--- src/rtl/rom_load_ctrl_if.sv ---
// HPS ioctl download bus between hps_io and the ROM loader.
// master = hps_io side, slave = rom_load_ctrl side.
interface rom_load_ctrl_if;
    logic        ioctl_download;
    logic [7:0]  ioctl_index;
    logic        ioctl_wr;
    logic [24:0] ioctl_addr;
    logic [7:0]  ioctl_dout;
    logic        ioctl_wait;

    modport master (
        output ioctl_download,
        output ioctl_index,
        output ioctl_wr,
        output ioctl_addr,
        output ioctl_dout,
        input  ioctl_wait
    );

    modport slave (
        input  ioctl_download,
        input  ioctl_index,
        input  ioctl_wr,
        input  ioctl_addr,
        input  ioctl_dout,
        output ioctl_wait
    );
endinterface

--- src/rtl/rom_load_ctrl.sv ---
// ROM loader: writes ioctl downloads into BIOS/cart RAM, pads the cart,
// holds BALLY in reset, then maps CPU cart reads with mirroring.
// Ports: clk_sys, reset_l, ioctl (slave), cpu_*_addr in,
// cart/bios RAM addr/data/we out, cart_size, cart_present, sys_reset_l.
module rom_load_ctrl #(
    parameter int         AW          = 13,
    parameter logic [7:0] FILL_BYTE   = 8'hFF,
    parameter int         HOLD_CYCLES = 16,
    parameter logic [7:0] BIOS_INDEX  = 8'd0,
    parameter logic [7:0] CART_INDEX  = 8'd1
) (
    input  logic          clk_sys,
    input  logic          reset_l,
    rom_load_ctrl_if.slave ioctl,
    input  logic [AW-1:0] cpu_cart_addr,
    input  logic [AW-1:0] cpu_bios_addr,
    output logic [AW-1:0] cart_ram_addr,
    output logic [7:0]    cart_ram_data,
    output logic          cart_ram_we,
    output logic [AW-1:0] bios_ram_addr,
    output logic [7:0]    bios_ram_data,
    output logic          bios_ram_we,
    output logic [AW:0]   cart_size,
    output logic          cart_present,
    output logic          sys_reset_l
);

    localparam int CW = $clog2(HOLD_CYCLES + 1);
    localparam logic [AW:0] FULL = {1'b1, {AW{1'b0}}};
    localparam logic [AW:0] QTR  = FULL >> 2;
    localparam logic [AW:0] HALF = FULL >> 1;

    typedef enum logic [1:0] {
        S_LOAD,
        S_FILL,
        S_HOLD,
        S_RUN
    } state_e;

    state_e        state_q, state_d;
    logic          dl_q;
    logic [7:0]    idx_q, idx_d;
    logic [CW-1:0] cnt_q, cnt_d;
    logic [AW-1:0] ptr_q, ptr_d;
    logic [AW:0]   size_q, size_d;
    logic          present_q, present_d;
    logic [AW-1:0] mask_q, mask_d;
    logic          run_q, wait_q;
    logic          c_we_q, c_we_d;
    logic [AW-1:0] c_addr_q, c_addr_d;
    logic [7:0]    c_data_q, c_data_d;
    logic          b_we_q, b_we_d;
    logic [AW-1:0] b_addr_q, b_addr_d;
    logic [7:0]    b_data_q, b_data_d;

    logic          dl_rise, dl_fall;
    logic          in_range, is_cart, is_bios;
    logic [AW:0]   wr_size;

    assign dl_rise  = ioctl.ioctl_download & ~dl_q;
    assign dl_fall  = ~ioctl.ioctl_download & dl_q;
    assign in_range = (ioctl.ioctl_addr[24:AW] == '0);
    assign is_cart  = (idx_q == CART_INDEX);
    assign is_bios  = (idx_q == BIOS_INDEX);

    // Bytes covered by this write, saturated at the RAM depth.
    assign wr_size = in_range
        ? ({1'b0, ioctl.ioctl_addr[AW-1:0]} + 1'b1)
        : FULL;

    // Mirror small images across the whole cart window.
    function automatic logic [AW-1:0] mask_of(logic [AW:0] s);
        if (s != '0 && s <= QTR)
            return QTR[AW-1:0] - 1'b1;
        if (s != '0 && s <= HALF)
            return HALF[AW-1:0] - 1'b1;
        return '1;
    endfunction

    always_comb begin
        state_d   = state_q;
        idx_d     = idx_q;
        cnt_d     = cnt_q;
        ptr_d     = ptr_q;
        size_d    = size_q;
        present_d = present_q;
        mask_d    = mask_q;
        c_we_d    = 1'b0;
        c_addr_d  = c_addr_q;
        c_data_d  = c_data_q;
        b_we_d    = 1'b0;
        b_addr_d  = b_addr_q;
        b_data_d  = b_data_q;

        if (dl_rise) begin
            // A new download always wins, even mid-fill or mid-hold.
            state_d = S_LOAD;
            idx_d   = ioctl.ioctl_index;
            if (ioctl.ioctl_index == CART_INDEX)
                size_d = '0;
        end else begin
            case (state_q)
                S_LOAD: begin
                    if (ioctl.ioctl_wr && is_cart) begin
                        if (wr_size > size_q)
                            size_d = wr_size;
                        if (in_range) begin
                            c_we_d   = 1'b1;
                            c_addr_d = ioctl.ioctl_addr[AW-1:0];
                            c_data_d = ioctl.ioctl_dout;
                        end
                    end
                    if (ioctl.ioctl_wr && is_bios && in_range) begin
                        b_we_d   = 1'b1;
                        b_addr_d = ioctl.ioctl_addr[AW-1:0];
                        b_data_d = ioctl.ioctl_dout;
                    end
                    if (dl_fall) begin
                        if (is_cart && !size_d[AW]) begin
                            state_d = S_FILL;
                            ptr_d   = size_d[AW-1:0];
                        end else begin
                            state_d = S_HOLD;
                            cnt_d   = '0;
                        end
                    end
                end
                S_FILL: begin
                    c_we_d   = 1'b1;
                    c_addr_d = ptr_q;
                    c_data_d = FILL_BYTE;
                    ptr_d    = ptr_q + 1'b1;
                    if (ptr_q == {AW{1'b1}}) begin
                        state_d = S_HOLD;
                        cnt_d   = '0;
                    end
                end
                S_HOLD: begin
                    if (cnt_q == CW'(HOLD_CYCLES - 1))
                        state_d = S_RUN;
                    else
                        cnt_d = cnt_q + 1'b1;
                end
                S_RUN: begin
                end
                default: state_d = S_HOLD;
            endcase
        end

        if (state_d == S_HOLD && state_q != S_HOLD) begin
            present_d = (size_d != '0);
            mask_d    = mask_of(size_d);
        end
    end

    always_ff @(posedge clk_sys or negedge reset_l) begin
        if (!reset_l) begin
            state_q   <= S_HOLD;
            dl_q      <= 1'b0;
            idx_q     <= '0;
            cnt_q     <= '0;
            ptr_q     <= '0;
            size_q    <= '0;
            present_q <= 1'b0;
            mask_q    <= '1;
            run_q     <= 1'b0;
            wait_q    <= 1'b0;
            c_we_q    <= 1'b0;
            c_addr_q  <= '0;
            c_data_q  <= '0;
            b_we_q    <= 1'b0;
            b_addr_q  <= '0;
            b_data_q  <= '0;
        end else begin
            state_q   <= state_d;
            dl_q      <= ioctl.ioctl_download;
            idx_q     <= idx_d;
            cnt_q     <= cnt_d;
            ptr_q     <= ptr_d;
            size_q    <= size_d;
            present_q <= present_d;
            mask_q    <= mask_d;
            run_q     <= (state_d == S_RUN);
            wait_q    <= (state_d == S_FILL) ||
                         (state_d == S_HOLD);
            c_we_q    <= c_we_d;
            c_addr_q  <= c_addr_d;
            c_data_q  <= c_data_d;
            b_we_q    <= b_we_d;
            b_addr_q  <= b_addr_d;
            b_data_q  <= b_data_d;
        end
    end

    assign ioctl.ioctl_wait = wait_q;
    assign sys_reset_l      = run_q;
    assign cart_size        = size_q;
    assign cart_present     = present_q;
    assign cart_ram_we      = c_we_q;
    assign cart_ram_data    = c_data_q;
    assign bios_ram_we      = b_we_q;
    assign bios_ram_data    = b_data_q;
    assign cart_ram_addr    = (state_q == S_RUN)
                            ? (cpu_cart_addr & mask_q)
                            : c_addr_q;
    assign bios_ram_addr    = (state_q == S_RUN)
                            ? cpu_bios_addr
                            : b_addr_q;

endmodule
--- src/flat_wrapper.sv ---
// flat-port wrapper written by rule: the top's interface ports become plain ports
module rom_load_ctrl_flat 
#(
    parameter int         AW          = 13,
    parameter logic [7:0] FILL_BYTE   = 8'hFF,
    parameter int         HOLD_CYCLES = 16,
    parameter logic [7:0] BIOS_INDEX  = 8'd0,
    parameter logic [7:0] CART_INDEX  = 8'd1
)
  (clk_sys, reset_l, cpu_cart_addr, cpu_bios_addr, cart_ram_addr, cart_ram_data, cart_ram_we, bios_ram_addr, bios_ram_data, bios_ram_we, cart_size, cart_present, sys_reset_l, ioctl_ioctl_download, ioctl_ioctl_index, ioctl_ioctl_wr, ioctl_ioctl_addr, ioctl_ioctl_dout, ioctl_ioctl_wait);
  rom_load_ctrl_if ioctl_i ();
  input  logic clk_sys;
  input  logic reset_l;
  input  logic [AW-1:0] cpu_cart_addr;
  input  logic [AW-1:0] cpu_bios_addr;
  output logic [AW-1:0] cart_ram_addr;
  output logic [7:0] cart_ram_data;
  output logic cart_ram_we;
  output logic [AW-1:0] bios_ram_addr;
  output logic [7:0] bios_ram_data;
  output logic bios_ram_we;
  output logic [AW:0] cart_size;
  output logic cart_present;
  output logic sys_reset_l;
  input wire logic [$bits(ioctl_i.ioctl_download)-1:0] ioctl_ioctl_download;
  input wire logic [$bits(ioctl_i.ioctl_index)-1:0] ioctl_ioctl_index;
  input wire logic [$bits(ioctl_i.ioctl_wr)-1:0] ioctl_ioctl_wr;
  input wire logic [$bits(ioctl_i.ioctl_addr)-1:0] ioctl_ioctl_addr;
  input wire logic [$bits(ioctl_i.ioctl_dout)-1:0] ioctl_ioctl_dout;
  output wire logic [$bits(ioctl_i.ioctl_wait)-1:0] ioctl_ioctl_wait;
  assign ioctl_i.ioctl_download = ioctl_ioctl_download;
  assign ioctl_i.ioctl_index = ioctl_ioctl_index;
  assign ioctl_i.ioctl_wr = ioctl_ioctl_wr;
  assign ioctl_i.ioctl_addr = ioctl_ioctl_addr;
  assign ioctl_i.ioctl_dout = ioctl_ioctl_dout;
  assign ioctl_ioctl_wait = ioctl_i.ioctl_wait;
  rom_load_ctrl #(.AW(AW), .FILL_BYTE(FILL_BYTE), .HOLD_CYCLES(HOLD_CYCLES), .BIOS_INDEX(BIOS_INDEX), .CART_INDEX(CART_INDEX)) u_core (.clk_sys(clk_sys), .reset_l(reset_l), .ioctl(ioctl_i), .cpu_cart_addr(cpu_cart_addr), .cpu_bios_addr(cpu_bios_addr), .cart_ram_addr(cart_ram_addr), .cart_ram_data(cart_ram_data), .cart_ram_we(cart_ram_we), .bios_ram_addr(bios_ram_addr), .bios_ram_data(bios_ram_data), .bios_ram_we(bios_ram_we), .cart_size(cart_size), .cart_present(cart_present), .sys_reset_l(sys_reset_l));
endmodule
--- config.mk ---
export PLATFORM = sky130hd
export DESIGN_NAME = rom_load_ctrl_flat
export DESIGN_NICKNAME = d
export VERILOG_FILES = /design/src/rtl/rom_load_ctrl_if.sv /design/src/rtl/rom_load_ctrl.sv /design/src/flat_wrapper.sv
export SDC_FILE = /design/constraint.sdc
export NUM_CORES = 1
export LEC_CHECK = 0
export ABC_AREA = 0
export ABC_CLOCK_PERIOD_IN_PS = 6050
export CAP_MARGIN = 20
export CORE_MARGIN = 4
export CORE_UTILIZATION = 35
export DETAILED_ROUTE_END_ITERATION = 8
export PLACE_DENSITY = 0.72
export SKIP_LAST_GASP = 1
export SYNTH_ARGS = -nofsm -noshare
export SYNTH_HDL_FRONTEND = slang
export SYNTH_SLANG_ARGS = --single-unit
--- constraint.sdc ---
create_clock -name clk_sys -period 6.05 [get_ports clk_sys]
set_input_delay 1.21 -clock clk_sys [delete_from_list [all_inputs] [get_ports clk_sys]]
set_output_delay 1.21 -clock clk_sys [all_outputs]
set_load 0.02 [all_outputs]
==> key figures <==
Global route
  – Number of global-route vias before repair: around 4.8k
  – Total GRT Usage: 0.1770
  – Antenna violations before repair: 0
  – Grt ovf: 0
  – First-pass GRT wire length: between 20 and 25 mm
  – Largest net degree at the start of global routing: 58

Detailed routing
  – Antenna viol nets, final: 0
  – Drt first pass iters: 5
  – Via count: 4826
  – Routed WL per cell: 16.11 microns
  – DRC viols: 0
  – Routed WL: 15.20 mm
  – Vias per cell: 5.118
  – 1st-iter DRT viols: 279

Clock tree
  – Postcts setup bufs: 0
  – Root Buffer: clkbuf_16
  – Total number of H-tree levels: 3
  – CTS clock-pin slew for the worst setup and hold paths: 0.07 ns
  – CTS tree: done
  – Clock Path Buffers: 2
  – Post-CTS Resized: 0
  – Worst skew pair latency: ~0.35 ns
  – CTS Buf Count: 9
  – Sink Count: 92
  – Hold_buf cts: 0

Power and ir drop
  – Leakage: ~3.2 nW
  – Max rail drop VDD: 0.0001301 V
  – Power Dens Cells: a little under 200 mW/mm^2

Synthesis
  – Post-synthesis register bit count: 92
  – Synth top area cells: dfrtp_1, mux2_2, nand2_1, ha_1, mux2i_1
  – Yosys top cell area share: 0.4070
  – Syn Inst Count: 607
  – Syn Std Cell Area: 0.005473 sq mm
  – Main synth FF type: dfrtp_1
  – Largest area contributor in the netlist: dfrtp_1
  – Async SR Flop Fraction: 1.000
  – Mapped Nets: 698
  – Most frequent cells after synthesis: nand2_1, dfrtp_1, nor2_1, o21ai_0, mux2_2
  – Post-synth cell types: 64
  – Synthesis warning total: 0
  – Most common cell in the synthesized netlist: nand2_1
  – Sequential area share after synthesis: 0.4214
  – Mapped Avg Cell Area: between 9 and 10 sq um
  – EDFF count, synth: 0

Layout
  – Final nets: between 800 and 900
  – Final instance area: 0.007269 sq mm
  – Share of layout cells above drive strength 1: 0.1066
  – Ant diodes: 0
  – P&R area growth vs syn: 32.83%
  – Post-route insts no fill: between 900 and 1k
  – Fin util: 0.4764

Hold path
  – Hold Path Origin: u_core.bios_ram_data[5]
  – Hold Path End: u_core.bios_ram_data[5]
  – Hold Path Depth: 2
  – Worst hold path class: reg2reg

Place
  – RD Place Congestion: 0.8688
  – Placed instance count: between 900 and 1k
  – Port bufs: 131
  – Dpl ws: 0.2590 ns
  – Cell Area, Placed: 0.006982 sq mm
  – Dpl hpwl: 11.28 mm

Critical path
  – Data required time at the worst endpoint: 6.33 ns
  – WS Path Type: in2reg
  – Critical R2R Capture: u_core.mask_q[11]
  – R2R setup slack: 2.53 ns
  – Reg2Reg Depth: 15
  – CP max FO: 8
  – Arr. time, crit path: ~5.7 ns
  – Crit end category: flop
  – Startpoint types: input pin
  – Worst r2r src: u_core.cart_size[3]

Timing
  – Skew final: ~0.0058 ns
  – Setup TNS: 0 ns
  – Fmax: 0.1846 GHz
  – Slew @ Worst Pin: 0.8034 ns
  – Final setup viols: 0
  – RSZ-0062 raised after global routing: no
  – Final period utilization: 0.8952
  – Final number of hold-violating endpoints: 0
  – Final Slew Violations: 0
  – Setup ws final: 0.6338 ns
  – Slew margin rel.: 0.4644
  – Post-layout minimum cycle time: 5.416 ns

Die
  – Die footprint: about 0.018 sq mm
  – I/O pins: 132
  – Die Y-Extent: 133.0 microns
  – Core Footprint: 0.01526 sq mm
  – Die width: 133.0 microns
  – Initial Util: 0.3587
  – Site Rows: 45

Run
  – Max-cap viol count: 0

Outcome
  – Status: completed
-- area by class of cell --
type | instances | area, sq um
timing repair buffer | 141 | 1384
inverter | 32 | 120.1
clock inverter | 4 | 31.28
multi-input combinational | 451 | 2908
tap | 211 | 264.0
sequential | 92 | 2306
fill | 1440 | 7989
clock buffer | 12 | 256.5
-- placed cells by master (no fill, tap or decap), types with 3 or more instances in the layout --
master	synthesis	routed
nor3_1	8	8
a21oi_1	35	35
clkbuf_16	0	9
or3_1	3	3
nor2b_1	7	6
o21ai_0	42	42
xor2_1	4	4
nor4_1	10	10
a31oi_1	7	7
nand2b_1	6	6
dfrtp_1	89	89
dfstp_2	3	3
nand3_1	30	30
nor2_1	46	46
and2_1	5	5
buf_4	0	11
nand4_1	11	11
o22a_1	4	4
mux2i_1	23	23
ha_1	20	20
inv_1	31	31
and3_1	5	5
xnor2_1	6	6
o21a_1	3	3
nand2_1	98	98
clkdlybuf4s50_1	0	130
mux2_2	36	36
o211ai_1	3	3
-- where the power goes --
part / internal [mW] / leakage [nW] / total [mW] / switching, mW
Sequential: 0.648 / 1.23 / 0.676 / 0.0287
Clock: 0.304 / 0.143 / 0.550 / 0.246
Combinational: 0.0988 / 1.82 / 0.192 / 0.0936
Total: 1.05 / 3.19 / 1.42 / 0.369
-- per-layer routing --
| metal | share of wire | GRT usage | routed length (microns) | up-vias |
|---|---|---|---|---|
| met4 | 0.020 | 0.05716 | 306 | 0 |
| li1 | - | - | - | 2382 |
| met2 | 0.44 | 0.2638 | 6724 | 184 |
| met5 | 0 | 0 | 0 | - |
| met3 | 0.080 | 0.05513 | 1218 | 22 |
| met1 | 0.46 | 0.2449 | 6945 | 2238 |
-- sequential cells by signal (all words and copies together), names as in the netlist --
name                     count
u_core.cart_size            14
u_core.b_addr_q             13
u_core.c_addr_q             13
u_core.ptr_q                13
u_core.bios_ram_data         8
u_core.cart_ram_data         8
u_core.idx_q                 8
u_core.cnt_q                 5
u_core.mask_q                2
u_core.state_q               2
u_core.bios_ram_we           1
u_core.cart_present          1
u_core.cart_ram_we           1
u_core.dl_q                  1
u_core.ioctl.ioctl_wait      1
u_core.sys_reset_l           1
-- cell families after synthesis --
logic type	count (synthesis)	synth area share
multiplexers	61	0.1230
XOR/XNOR	10	0.01600
AND/OR/NAND/NOR	241	0.2101
flip-flops	92	0.4214
buffers and inverters	64	0.04847
AO/OA/AOI/OAI	119	0.1353
adder cells (fa/ha/maj)	20	0.04572
-- per-stage QoR --
| step | total power, mW | hold WS [ns] |
|---|---|---|
| 4_1_cts | 1.434 | 0.4802 |
| 3_3_place_gp | 0.8773 | 0.4582 |
| 6_report | 1.419 | 0.4761 |
| 3_5_place_dp | 0.8811 | 0.4635 |
| 2_1_floorplan | 0.7728 | 0.4444 |
| 5_1_grt | 1.487 | 0.5127 |
-- critical path, stage by stage --
cell             delay [ns]
clkdlybuf4s50_1        0.61
ha_1                   0.29
nand4_1                0.23
nor3_1                 0.22
nand2_1                0.09
xor2_1                 0.19
nor2_1                 0.09
ha_1                   0.30
nand4_1                0.15
a311oi_1               0.52
o21ai_2                0.19
mux2i_4                0.24
nand4b_1               0.10
buf_4                  0.16
a21boi_0               0.29
ha_1                   0.19
and2_1                 0.19
nand2_1                0.09
nor4_1                 0.30
nor2_1                 0.07
-- worst max-delay path by stage --
stage	from	to	depth (start not counted)
floorplan	ioctl_ioctl_addr[5]	u_core.mask_q[11]	19
global placement	ioctl_ioctl_addr[1]	u_core.mask_q[11]	18
detailed placement	ioctl_ioctl_addr[1]	u_core.mask_q[11]	20
CTS	ioctl_ioctl_addr[1]	u_core.mask_q[11]	20
global route	ioctl_ioctl_addr[1]	u_core.mask_q[11]	20
finish	ioctl_ioctl_addr[1]	u_core.mask_q[11]	20
No activity file was read; power rests on OpenSTA's default activity.
